File: src/rtl/md5_pkg.sv
// md5_pkg: types and constants shared by the MD5 padder and compression core.
`default_nettype none

package md5_pkg;

   typedef enum logic [1:0] {
      S_FILL  = 2'd0,
      S_PAD   = 2'd1,
      S_SEND  = 2'd2,
      S_EXTRA = 2'd3
   } state_t;

   localparam int         BLOCK_BYTES = 64;
   localparam int         LEN_OFFSET  = 56;
   localparam logic [7:0] PAD_BYTE    = 8'h80;

   localparam logic [31:0] A0 = 32'h67452301;
   localparam logic [31:0] B0 = 32'hefcdab89;
   localparam logic [31:0] C0 = 32'h98badcfe;
   localparam logic [31:0] D0 = 32'h10325476;

endpackage

`default_nettype wire

File: src/rtl/md5_block_padder.sv
// md5_block_padder: byte stream in, MD5-padded 512-bit blocks out (byte k at bits [8k+7:8k]).
`default_nettype none

module md5_block_padder
   import md5_pkg::*;
#(
   parameter int LEN_W = 64
) (
   input  logic         clk,
   input  logic         rst_n,
   input  logic         in_valid,
   output logic         in_ready,
   input  logic [7:0]   in_data,
   input  logic         in_last,
   output logic         blk_valid,
   input  logic         blk_ready,
   output logic [511:0] blk_data,
   output logic         blk_final
);

   state_t             state_q, state_d;
   logic [6:0]         pos_q, pos_d;
   logic [6:0]         pos_inc;
   logic [LEN_W-1:0]   bitlen_q, bitlen_d;
   logic [7:0]         buf_q [BLOCK_BYTES];
   logic [7:0]         buf_d [BLOCK_BYTES];
   logic               final_q, final_d;
   logic               pend_q, pend_d;
   logic               padx_q, padx_d;

   assign pos_inc   = pos_q + 7'd1;
   assign in_ready  = (state_q == S_FILL);
   assign blk_valid = (state_q == S_SEND);
   assign blk_final = final_q;

   for (genvar k = 0; k < BLOCK_BYTES; k++) begin : g_pack
      assign blk_data[8*k +: 8] = buf_q[k];
   end

   always_comb begin
      state_d  = state_q;
      pos_d    = pos_q;
      bitlen_d = bitlen_q;
      final_d  = final_q;
      pend_d   = pend_q;
      padx_d   = padx_q;
      for (int i = 0; i < BLOCK_BYTES; i++) buf_d[i] = buf_q[i];

      case (state_q)
         S_FILL: begin
            // pos is always below 64 here: a full block leaves S_FILL on the same edge
            if (in_valid) begin
               buf_d[pos_q[5:0]] = in_data;
               pos_d             = pos_inc;
               bitlen_d          = bitlen_q + LEN_W'(8);
               if (in_last) begin
                  state_d = S_PAD;
               end else if (pos_inc == 7'(BLOCK_BYTES)) begin
                  final_d = 1'b0;
                  state_d = S_SEND;
               end
            end
         end
         S_PAD: begin
            if (pos_q < 7'(BLOCK_BYTES)) buf_d[pos_q[5:0]] = PAD_BYTE;
            if (pos_q < 7'(LEN_OFFSET)) begin
               for (int i = 0; i < 8; i++) buf_d[LEN_OFFSET + i] = bitlen_q[8*i +: 8];
               final_d = 1'b1;
            end else begin
               // no room for the length: it goes into a trailing extra block
               final_d = 1'b0;
               pend_d  = 1'b1;
               padx_d  = (pos_q == 7'(BLOCK_BYTES));
            end
            state_d = S_SEND;
         end
         S_SEND: begin
            if (blk_ready) begin
               if (!final_q && pend_q) begin
                  state_d = S_EXTRA;
               end else begin
                  for (int i = 0; i < BLOCK_BYTES; i++) buf_d[i] = 8'h00;
                  pos_d   = 7'd0;
                  final_d = 1'b0;
                  if (final_q) bitlen_d = '0;
                  state_d = S_FILL;
               end
            end
         end
         S_EXTRA: begin
            for (int i = 0; i < BLOCK_BYTES; i++) buf_d[i] = 8'h00;
            buf_d[0] = padx_q ? PAD_BYTE : 8'h00;
            for (int i = 0; i < 8; i++) buf_d[LEN_OFFSET + i] = bitlen_q[8*i +: 8];
            final_d = 1'b1;
            pend_d  = 1'b0;
            padx_d  = 1'b0;
            state_d = S_SEND;
         end
         default: state_d = S_FILL;
      endcase
   end

   always_ff @(posedge clk or negedge rst_n) begin
      if (!rst_n) begin
         state_q  <= S_FILL;
         pos_q    <= 7'd0;
         bitlen_q <= '0;
         final_q  <= 1'b0;
         pend_q   <= 1'b0;
         padx_q   <= 1'b0;
         for (int i = 0; i < BLOCK_BYTES; i++) buf_q[i] <= 8'h00;
      end else begin
         state_q  <= state_d;
         pos_q    <= pos_d;
         bitlen_q <= bitlen_d;
         final_q  <= final_d;
         pend_q   <= pend_d;
         padx_q   <= padx_d;
         for (int i = 0; i < BLOCK_BYTES; i++) buf_q[i] <= buf_d[i];
      end
   end

endmodule

`default_nettype wire

File: config.mk
export PLATFORM = sky130hd
export DESIGN_NAME = md5_block_padder
export DESIGN_NICKNAME = d
export VERILOG_FILES = /design/src/rtl/md5_pkg.sv /design/src/rtl/md5_block_padder.sv
export SDC_FILE = /design/constraint.sdc
export NUM_CORES = 1
export LEC_CHECK = 0
export BUFFER_PORTS_ARGS = -buffer_cell sky130_fd_sc_hd__buf_2
export CORE_UTILIZATION = 55
export CTS_CLUSTER_DIAMETER = 50
export DETAILED_ROUTE_END_ITERATION = 12
export PLACE_DENSITY = 0.81
export SLEW_MARGIN = 30
export SYNTH_ARGS = -nofsm -noshare
export SYNTH_HDL_FRONTEND = slang
export SYNTH_SLANG_ARGS = --single-unit
export TNS_END_PERCENT = 5
File: constraint.sdc
create_clock -name clk -period 3.9 [get_ports clk]
set_clock_uncertainty 0.1 [all_clocks]
set_input_delay 0.195 -clock clk [delete_from_list [all_inputs] [get_ports clk]]
set_output_delay 0.195 -clock clk [all_outputs]
set_load 0.1 [all_outputs]
[Word-level counts from Yosys, hierarchy flattened]
Index checks and enable logic that the tools add are counted.
Storage, ports and cells
  bits in registers: 588
  bits of input ports: 13
  logic and storage cells: 145
Cells by class
  add/subtract/negate cells: 2
  order comparisons: 4
  equal/unequal tests: 15
  multiplexer cells: 36
  bitwise gates (word level): 4
  reductions and logical operators: 14
Operators by type and width (number)
  512-bit 2-to-1 mux: 4
  512-bit case mux with 4 select lines: 1
  512-bit bitwise mux: 1
  448-bit AND: 1
  448-bit NOT: 1
  64-bit 2-to-1 mux: 5
  64-bit case mux with 2 select lines: 1
  64-bit by 4-bit adder with 64-bit output (second input constant): 1
  64-bit bitwise OR: 1
  8-bit demux with 6-bit select: 1
  7-bit 2-to-1 mux: 3
  8-bit 2-to-1 mux: 2
  7-bit equality test (second input constant): 2
  7-bit case mux with 2 select lines: 1
  4-bit AND reduction: 3
  2-bit 2-to-1 mux: 5
  2-bit != test (second input constant): 5
  5-bit AND reduction: 2
  1-bit 2-to-1 mux: 8
  7-bit by 1-bit adder with 7-bit output (second input constant): 1
  7-bit >= comparator (second input constant): 1
  7-bit by 1-bit < comparator with 1-bit output (second input constant): 1
  7-bit by 6-bit < comparator with 1-bit output (second input constant): 1
  7-bit < comparator (second input constant): 1
  other kinds (16): 22

[Logic depth before layout (Yosys ltp)]
  depth after elaboration: 10
  gate-level depth with buffers: 9
  depth with buffers taken out: 6

[Least setup slack after synthesis]
OpenSTA, ideal clock, no wires.
  path type: register -> register
  start: register final_q (netlist: blk_final)
  end: register bitlen_q[61]
  library setup time: 0.078 ns
  arrival: 2.663 ns
  setup slack: 1.059 ns
  cell stages (with the launch flop): 7
  buffers on the path: 1
  clock period less this slack: 2.841 ns
  path through: dfrtp_1 > nand3_2 > a2111oi_4 > nand4_2 > buf_2 > or3_1 > a21oi_1
Between the ends
  cells in the longest elaborated chain, start to end: 4
  elaborated cells between the ends (all ways): 5
  those cells by class: eq/ne (2); reduce/logical (3)
Ends and longest elaborated chain
  start: declaration: line md5_block_padder.sv:27  | logic final_q, final_d;
  start signal: assignment: line md5_block_padder.sv:116  | final_q <= final_d;
  1-bit zero test: line md5_block_padder.sv:79  | if (!final_q && pend_q) begin
  1-bit logical AND: line md5_block_padder.sv:79
  2-bit != test (no source line)
  5-bit AND reduction (no source line) (*)
  end signal: assignment: line md5_block_padder.sv:115  | bitlen_q <= bitlen_d;
  end: declaration: line md5_block_padder.sv:24  | logic [LEN_W-1:0] bitlen_q, bitlen_d;
Mark *: on every way between the ends. The rest lies on a longest branch, timed or not.
A chain may end at the register's enable or synchronous reset.

[Worst setup path after layout]
  start: register state_q[1]
  end: register buf_q, in the netlist blk_data[185]
Between the ends
  cells in the longest elaborated chain, start to end: 3
  elaborated cells between the ends (all ways): 10
  those cells by class: eq/ne (7); mux (1); reduce/logical (2)
Ends and longest elaborated chain
  start: declaration: line md5_block_padder.sv:21  | state_t state_q, state_d;
  start signal: assignment: line md5_block_padder.sv:113  | state_q <= state_d;
  2-bit by 1-bit equality test with 1-bit output (tied with other cells): line md5_block_padder.sv:49  | case (state_q)
  2-bit != test (no source line) / 2-bit by 1-bit != test with 1-bit output (equally long branches)
  4-bit AND reduction (no source line)
  end: declaration: line md5_block_padder.sv:25  | logic [7:0] buf_q [BLOCK_BYTES];
Several ways; a longest one is shown, not always the timed one.

==> results.json <==
{
  "grt_pass1_vias": 21000,
  "synth_area_leader_cell": "dfrtp_1",
  "synthArstFlopShare": 1.00,
  "finalHoldViolations": 0,
  "finish.instance_area_um2": 29500,
  "grt-ovfl-total": 0,
  "drc": 0,
  "cp_cell_sequence": "buf_4 -> nor2b_1 -> a311o_2 -> buf_4 -> nand3_1 -> nand3_1 -> o21ai_0",
  "avgSynthCellArea_um2": 10.1,
  "rows": 76,
  "synth_edf_count": 0,
  "path_clk_slew_ns": 0.06,
  "hpwl_um": 55800,
  "port_buffers": 527,
  "post-route-min-period_ns": 3.27,
  "yosys_warnings": 0,
  "cts-buffers-inserted": 59,
  "start_util": 0.560,
  "period_share": 0.838,
  "synthDistinctLibCells": 64,
  "cts_resized": 0,
  "hold_buffers": 12,
  "grt_antenna_before_repair": 2,
  "die-area_um2": 44900,
  "p_per_area_nw_per_um2": 581,
  "num_vias": 22000,
  "cpMaxStageDelayCell": "nand3_1",
  "cp_max_fo": 45,
  "grtUsageTotal": 0.370,
  "syn_nets": 2407,
  "drt_iter0_markers": 2443,
  "synth_top_area_frac": 0.604,
  "finalNetCount": 2845,
  "finalSetupTns_ns": 0,
  "critPathCaptureType": "register",
  "grt_pass1_wl_um": 126000,
  "slew_viol_final": 0,
  "num_io_pins": 528,
  "placedInstanceArea_um2": 27400,
  "yosysMostFrequentCell": "dfrtp_1",
  "grt_max_degree": 92,
  "cp.buffers_inverters": 2,
  "synth.yosys.seq_area_share": 0.604,
  "max_cap_viol_count": 0,
  "clk_path_buf_depth": 3,
  "numClockSinks": 585,
  "root_buffer": "clkbuf_16",
  "clock_latency_ns": 0.62,
  "hold_class": "primary input to async pin",
  "critPathMaxStageDelay_ns": 0.58,
  "start_kind": "register",
  "syn_area_um2": 24200,
  "placedCellCount": 3341,
  "slew-limit-headroom": 0.294,
  "ys_ff_latch": 585,
  "hold_slack_ns": 0.0430,
  "fmax_mhz": 306,
  "ant_nets": 0,
  "fp.dieW_um": 212,
  "crit_type": "register to register",
  "rsz0062_at_grt": "false",
  "fill_cells": 3195,
  "area_growth_pct": 21.8,
  "crit_family": "simple AND/OR/NAND/NOR gates",
  "die_y_um": 212,
  "critPathArrivalTime_ns": 3.62,
  "status": "completed",
  "drt_first_pass_iters": 5,
  "drive_gt1_frac": 0.245,
  "setup_violations": 0,
  "wirelength_um": 84200,
  "worst_pin_slew_ns": 1.05,
  "globalplace.congestion": 0.893,
  "fin_cells": 3465,
  "ys_top_cells_by_area": "dfrtp_1, o21ai_0, nand3_1, clkbuf_1, o2bb2ai_1",
  "htreeDepth": 2,
  "cts_tree": "yes",
  "crit_required_ns": 4.25,
  "core_um2": 43300,
  "p_leak_nw": 14.4,
  "wl_per_cell_um": 24.3,
  "routed_via_density": 6.34,
  "yosys_most_used_dff": "dfrtp_1",
  "yosys-top-cells-count": "dfrtp_1, o21ai_0, nand3_1",
  "syn_inst": 2391,
  "postCtsSetupBuffers": 0,
  "worst_ir_drop_vdd_uv": 447
}
[cells in the final DEF (no fill, tap or decap), types with 7 or more instances in the layout]
cell type,count
xnor2_1,9
nand2_1,77
or3_1,30
a22oi_1,59
buf_4,31
dlygate4sd3_1,12
buf_2,526
and3_1,20
a21oi_1,87
clkbuf_16,60
o21ai_0,476
o22ai_1,34
xor2_1,19
nand2_2,7
buf_12,15
bufinv_16,7
clkinv_2,11
nor4_1,7
inv_1,45
o2bb2ai_1,53
clkbuf_1,16
nand4_1,37
nand3_1,455
nor2_1,59
clkbuf_8,11
and4_1,7
dfrtp_1,585
nor3_1,10
and2_1,15
nand2b_1,7
[layout make-up]
| type | instances | area (um^2) | share of cell area |
|---|---|---|---|
| Tap cell | 585 | 732 | 0.0248 |
| Inverter | 45 | 169 | 0.00572 |
| Multi-Input combinational cell | 1553 | 8640 | 0.293 |
| Clock buffer | 87 | 1710 | 0.0580 |
| Sequential cell | 585 | 14600 | 0.496 |
| Antenna cell | 2 | 5.00 | 0.000170 |
| Timing Repair Buffer | 585 | 3300 | 0.112 |
| Clock inverter | 23 | 317 | 0.0107 |
[power breakdown]
part / total [mW] / switching, mW / internal (mW) / leakage (nW)
clock: 5.94 / 2.44 / 3.51 / 1.00
sequential: 6.74 / 0.319 / 6.42 / 8.11
combinational: 4.46 / 3.84 / 0.616 / 5.33
total: 17.1 / 6.60 / 10.5 / 14.4
[sequential cells by signal, indices dropped and copies added (netlist names)]
signal     flops
blk_data     512
blk_final      1
state_q        2
padx_q         1
pend_q         1
pos_q          7
bitlen_q      61
[layer usage]
layer,track usage,up-vias,part of all wire
met5,0,-,0
met4,0.216,0,0.058
met3,0.0936,302,0.099
met2,0.567,1267,0.46
met1,0.478,10800,0.38
li1,-,9563,-
[through the flow]
| stage | util | setup WS [ns] | total power [mW] |
|---|---|---|---|
| detailed placement | 0.632 | 0.747 | 11.2 |
| global placement | 0.632 | 0.654 | 11.2 |
| finish | 0.682 | 0.630 | 17.1 |
| floorplan | - | 1.06 | 10.1 |
| CTS | 0.682 | 0.737 | 17.1 |
| global route | 0.682 | 0.430 | 17.6 |
[final timing paths]
kind                                        endpoint  slack, ns                      start  cells after the start
max                        blk_data[185]$_DFFE_PN0P_       0.63     state_q[1]$_DFFE_PN0P_                      7
min                        blk_data[251]$_DFFE_PN0P_       0.04                      rst_n                      2
max reg2reg                blk_data[185]$_DFFE_PN0P_       0.63     state_q[1]$_DFFE_PN0P_                      7
min reg2reg                blk_data[498]$_DFFE_PN0P_       0.39  blk_data[498]$_DFFE_PN0P_                      1
max in group asynchronous       pos_q[4]$_DFFE_PN0P_       2.44                      rst_n                      3
min in group clk           blk_data[480]$_DFFE_PN0P_       0.04                 in_data[0]                      3
[cells by family after synthesis]
| family | count (synthesis) | synth area share |
|---|---|---|
| XOR/XNOR | 28 | 0.0101 |
| flip-flops | 585 | 0.604 |
| buffers and inverters | 253 | 0.0410 |
| adder cells (fa/ha/maj) | 3 | 0.00155 |
| multiplexers | 1 | 0.000465 |
| AND/OR/NAND/NOR | 767 | 0.163 |
| AO/OA/AOI/OAI | 754 | 0.180 |
Power figures use the tool's default switching activity.
